`src/rtl/data_stream_hs_packer.sv`:
```
// Stream byte packer: compacts sparse-strobe input beats into dense output words;
// only the last word of a packet may be partial. Optional checks: DATA_STREAM_HS_PACKER_ASSERT_EN.
module data_stream_hs_packer #(
    parameter int DATA_WIDTH = 32
) (
    input  logic                    clk,
    input  logic                    rst,
    input  logic [DATA_WIDTH-1:0]   s_data,
    input  logic [DATA_WIDTH/8-1:0] s_strb,
    input  logic                    s_last,
    input  logic                    s_valid,
    output logic                    s_ready,
    output logic [DATA_WIDTH-1:0]   m_data,
    output logic [DATA_WIDTH/8-1:0] m_strb,
    output logic                    m_last,
    output logic                    m_valid,
    input  logic                    m_ready
);

    localparam int N  = DATA_WIDTH / 8;
    localparam int CW = $clog2(2 * N + 1);
    localparam int BW = 2 * DATA_WIDTH;
    localparam logic [CW-1:0] N_C = CW'(N);
    localparam logic [CW-1:0] ONE = CW'(1);

    logic [BW-1:0] buf_q, buf_d;
    logic [CW-1:0] count_q, count_d;
    logic          flush_q, flush_d;

    logic          push, pop;
    logic [CW-1:0] popped, base, pc;
    logic [BW-1:0] comp, shifted;

    // Ready comes from state only, so there is no combinational path from m_ready.
    assign s_ready = !rst && (count_q <= N_C) && !flush_q;
    assign m_valid = (count_q >= N_C) || flush_q;
    assign m_last  = flush_q && (count_q <= N_C);

    assign push   = s_valid && s_ready;
    assign pop    = m_valid && m_ready;
    assign popped = pop ? ((count_q >= N_C) ? N_C : count_q) : '0;
    assign base   = count_q - popped;

    always_comb begin
        // NOTE: every always_comb output gets a default first so no latch is inferred.
        m_data = '0;
        m_strb = '0;
        for (int i = 0; i < N; i++) begin
            if (CW'(i) < count_q) begin
                m_strb[i]        = 1'b1;
                m_data[8*i +: 8] = buf_q[8*i +: 8];
            end
        end
    end

    // Enabled lanes are gathered in ascending order; pc ends as the popcount.
    always_comb begin
        comp = '0;
        pc   = '0;
        for (int i = 0; i < N; i++) begin
            if (s_strb[i]) begin
                comp = comp | (BW'(s_data[8*i +: 8]) << {pc, 3'b000});
                pc   = pc + ONE;
            end
        end
    end

    // Pop shifts first; a concurrent push appends at the post-pop fill level.
    always_comb begin
        shifted = buf_q >> {popped, 3'b000};
        buf_d   = shifted;
        count_d = base;
        flush_d = flush_q;
        if (push) begin
            buf_d   = shifted | (comp << {base, 3'b000});
            count_d = base + pc;
            if (s_last) flush_d = 1'b1;
        end
        if (pop && m_last) flush_d = 1'b0;
    end

    always_ff @(posedge clk or posedge rst) begin
        if (rst) begin
            // NOTE: the byte buffer is reset too, so stale bytes can never leak into a lane after reset.
            buf_q   <= '0;
            count_q <= '0;
            flush_q <= 1'b0;
        end else begin
            // NOTE: sequential state uses non-blocking assignments only.
            buf_q   <= buf_d;
            count_q <= count_d;
            flush_q <= flush_d;
        end
    end

`ifdef DATA_STREAM_HS_PACKER_ASSERT_EN
    a_s_hold: assert property (@(posedge clk) disable iff (rst)
        (s_valid && !s_ready) |=> (s_valid && $stable({s_data, s_strb, s_last})))
        else $error("s-port beat dropped or changed while stalled");

    a_m_hold: assert property (@(posedge clk) disable iff (rst)
        (m_valid && !m_ready) |=> (m_valid && $stable({m_data, m_strb, m_last})))
        else $error("m-port beat dropped or changed while stalled");

    a_count: assert property (@(posedge clk) disable iff (rst)
        count_q <= CW'(2 * N))
        else $error("fill count exceeds buffer size");

    a_strb: assert property (@(posedge clk) disable iff (rst)
        (m_strb & (m_strb + {{(N-1){1'b0}}, 1'b1})) == '0)
        else $error("m_strb not contiguous from lane 0");
`endif

endmodule

```
`config.mk`:
```
export PLATFORM = sky130hd
export DESIGN_NAME = data_stream_hs_packer
export DESIGN_NICKNAME = d
export VERILOG_FILES = /design/src/rtl/data_stream_hs_packer.sv
export SDC_FILE = /design/constraint.sdc
export NUM_CORES = 1
export LEC_CHECK = 0
export CAP_MARGIN = 20
export CORE_MARGIN = 3
export CORE_UTILIZATION = 58
export CTS_CLUSTER_DIAMETER = 50
export DETAILED_ROUTE_END_ITERATION = 10
export PLACE_DENSITY = 0.93
export SYNTH_ARGS = -nofsm -noshare
export SYNTH_HDL_FRONTEND = slang
export SYNTH_SLANG_ARGS = --single-unit
export TNS_END_PERCENT = 100
```
`constraint.sdc`:
```
create_clock -name clk -period 5.7 [get_ports clk]
set_input_delay 1.71 -clock clk [delete_from_list [all_inputs] [get_ports clk]]
set_output_delay 1.71 -clock clk [all_outputs]
set_load 0.02 [all_outputs]
```
==> impl_metrics.yaml <==
worst_hold_path:
  min_to: "buf_q[6]$_DFF_PP0_"
  min_path_type: "flop to flop"
  hold_depth: 2
  holdCritStartpoint: "buf_q[38]$_DFF_PP0_"
grt:
  gr-usage-all-layers_pct: 33.6
  grt_overflow: 0
  grt_max_degree: 71
  grt_pass1_vias: 6935
  grt_antenna_before_repair: 0
  grt_first_pass_wirelength_um: 35500
sta:
  worst_hold_slack_ns: 0.595
  skew_ns: 0.00613
  relSlewSlack_pct: 39.6
  drv_slew: 0
  hold_viol: 0
  worst_pin_slew_ns: 0.906
  rsz0062_at_grt: "false"
  setup-violations-final: 0
  fin_crit_ns: 4.81
  fin_crit_sh_pct: 84.4
  max_freq_mhz: 208
  fin_tns_setup_ns: 0
clocking:
  clkSinkCount: 69
  htree_levels: 3
  cts_resized: 0
  cts_hold_buf: 0
  clkSlewWorstSetupHoldPaths_ns: 0.06
  clk_path_buf_depth: 2
  cts_tree: "yes"
  numCtsBuffers: 9
  root_buffer: "clkbuf_16"
  clk_latency_ns: 0.34
  post_cts_buffers: 0
detailed_routing:
  vias_per_cell: 6.92
  dr.pass1.iters: 7
  vias: 7442
  wl_per_cell_um: 20.0
  drt_iter0_drc: 1312
  drt_wl_total_um: 21600
  ant_nets: 0
  drcViolationCount: 0
yosys:
  syn_area_sq_mm: 0.00662
  ys.flop_type: "dfrtp_1"
  avgSynthCellArea_sq_um: 7.34
  synthesis.yosys.warnings: 0
  ys_seq_area_share_pct: 26.1
  syn_inst: 902
  synth_edf_count: 0
  synthDistinctLibCells: 76
  syn_nets: 954
  synthArstFlopShare_pct: 100
  ys_seq_elements: 69
worst_setup_path:
  cp.depth: 11
  arrival_ns: 5.05
  r2r-start: "count_q[3]$_DFF_PP0_"
  worstSetupPathType: "input port to flop"
  timing.rr.end: "buf_q[59]$_DFF_PP0_"
  regToRegSetupSlack_ns: 2.14
  crit_path_cell_trace: "clkdlybuf4s50_1 > and4bb_2 > nand2_2 > clkinv_1 > ha_1 > fa_1 > xor2_4 > nand3_2 > a2111oi_4 > a22oi_1 > o211ai_1"
  setup.worst_path.start_class: "input port"
  cp.required_ns: 5.94
  path_delay_family: "compound AO/OA/AOI/OAI gates"
  worst-path-buf-inv: 2
  rr_worst_depth: 10
  end_kind: "flop"
  slowest_stage: "a2111oi_4"
  cp_max_fo: 11
  critPathMaxStageDelay_ns: 0.64
die:
  fp.dieW_um: 113
  die_h_um: 113
  initial_core_util_pct: 60.3
  coreArea_sq_mm: 0.0110
  core.rowCount: 38
  num_io_pins: 80
  die-area_sq_mm: 0.0127
placement:
  portBuffers: 79
  hpwlAfterDp_um: 15100
  routabilityCongestion: 0.964
cells_and_area:
  layout-drive-gt1-share_pct: 6.09
  antenna_cells: 0
  area_growth_pct: 16.2
  nets: 983
power_and_ir_drop:
  power_density_mw_per_mm2: 474
  ir_worst_vdd_mv: 0.283
  power.leakage_nw: 2.99
outcome:
  status: "completed"
job:
  cap_viol_max_count: 0
==> sequential cells by signal (all words and copies together), names as in the netlist <==
register and cells:
count_q 4, buf_q 64, flush_q 1
==> metrics by stage <==
| stage | cell area (sq um) | std cells | utilization (%) | setup slack [ns] | power (mW) |
|---|---|---|---|---|---|
| global placement | 7370 | 1060 | 67.1 | 0.718 | 2.91 |
| detailed placement | 7370 | 1060 | 67.1 | 0.606 | 2.96 |
| floorplan | 6620 | 902 | - | 0.356 | 2.28 |
| finish | 7690 | 1076 | 70.1 | 0.889 | 3.65 |
| CTS | 7690 | 1076 | 70.1 | 0.942 | 3.58 |
| global route | 7690 | 1076 | 70.1 | 0.692 | 3.86 |
==> worst max-delay path by stage <==
| stage | start | end | slack (ns) |
|---|---|---|---|
| floorplan | rst | s_ready | 0.36 |
| CTS | count_q[3]$_DFF_PP0_ | m_data[0] | 0.94 |
| detailed placement | m_ready | buf_q[63]$_DFF_PP0_ | 0.61 |
| global route | s_strb[0] | buf_q[56]$_DFF_PP0_ | 0.69 |
| global placement | m_ready | buf_q[59]$_DFF_PP0_ | 0.72 |
| finish | m_ready | buf_q[59]$_DFF_PP0_ | 0.89 |
==> cell usage in the layout (no fill, tap or decap), types with 9 or more instances in the layout <==
cell	instances
a211oi_1	10
a21oi_1	50
a221o_1	30
a222oi_1	10
a22oi_1	42
a31oi_1	15
a32oi_1	9
and2_1	13
and3_1	11
buf_4	19
clkbuf_16	9
clkdlybuf4s50_1	79
dfrtp_1	69
ha_1	10
inv_1	15
mux2i_1	15
nand2_1	215
nand3_1	56
nor2_1	49
nor2b_1	26
o211ai_1	19
o21ai_0	37
o21ai_1	9
==> report_power, final <==
group	total (mW)	internal [mW]	switching (mW)	leakage, nW
registers	0.868	0.663	0.205	0.904
logic	2.17	0.852	1.31	1.93
clock network	0.617	0.407	0.210	0.156
total	3.65	1.92	1.73	2.99
==> tightest hold or removal path, delay by kind of cell, from the launching register on <==
kind / cells / cell delay, ns
flip-flops: 1 / 0.40
AO/OA/AOI/OAI: 1 / 0.11
AND/OR/NAND/NOR: 1 / 0.06
==> layout make-up <==
type,count,area [sq um]
timing repair buffer,98,933
fill,879,3290
inverter,19,71.3
tap,140,175
clock buffer,13,260
clock inverter,3,67.6
multi-input combinational,734,4460
sequential,69,1730
==> routing by layer <==
metal | vias up | global-route usage [%] | wire [um]
li1 | 3378 | - | -
met1 | 3294 | 47.9 | 8620
met2 | 669 | 49.0 | 9140
met3 | 101 | 9.57 | 3190
met4 | 0 | 11.9 | 621
met5 | - | 0 | 0
==> logic make-up after synthesis <==
kind of cell	Yosys count	synth area share, %
AOI/OAI and AO/OA	284	31.6
and+or+nand+nor	411	29.2
DFF	69	26.1
adders and majority gates	13	2.49
muxes	16	2.44
buffers and inverters	99	6.57
xor gates and xnor gates	10	1.61
==> synth_stat cells, types with 11 or more instances <==
library cell / instances / area, sq um
a21oi_1: 50 / 250
a221o_1: 30 / 300
a22oi_1: 42 / 315
a31oi_1: 15 / 93.8
and2_1: 13 / 81.3
and3_1: 11 / 68.8
buf_1: 13 / 48.8
buf_2: 27 / 135
clkbuf_1: 34 / 128
dfrtp_1: 69 / 1730
inv_1: 17 / 63.8
mux2i_1: 15 / 150
nand2_1: 215 / 807
nand3_1: 56 / 280
nor2_1: 49 / 184
nor2b_1: 26 / 163
o211ai_1: 19 / 143
o21ai_0: 37 / 185
Power figures use the tool's default switching activity.
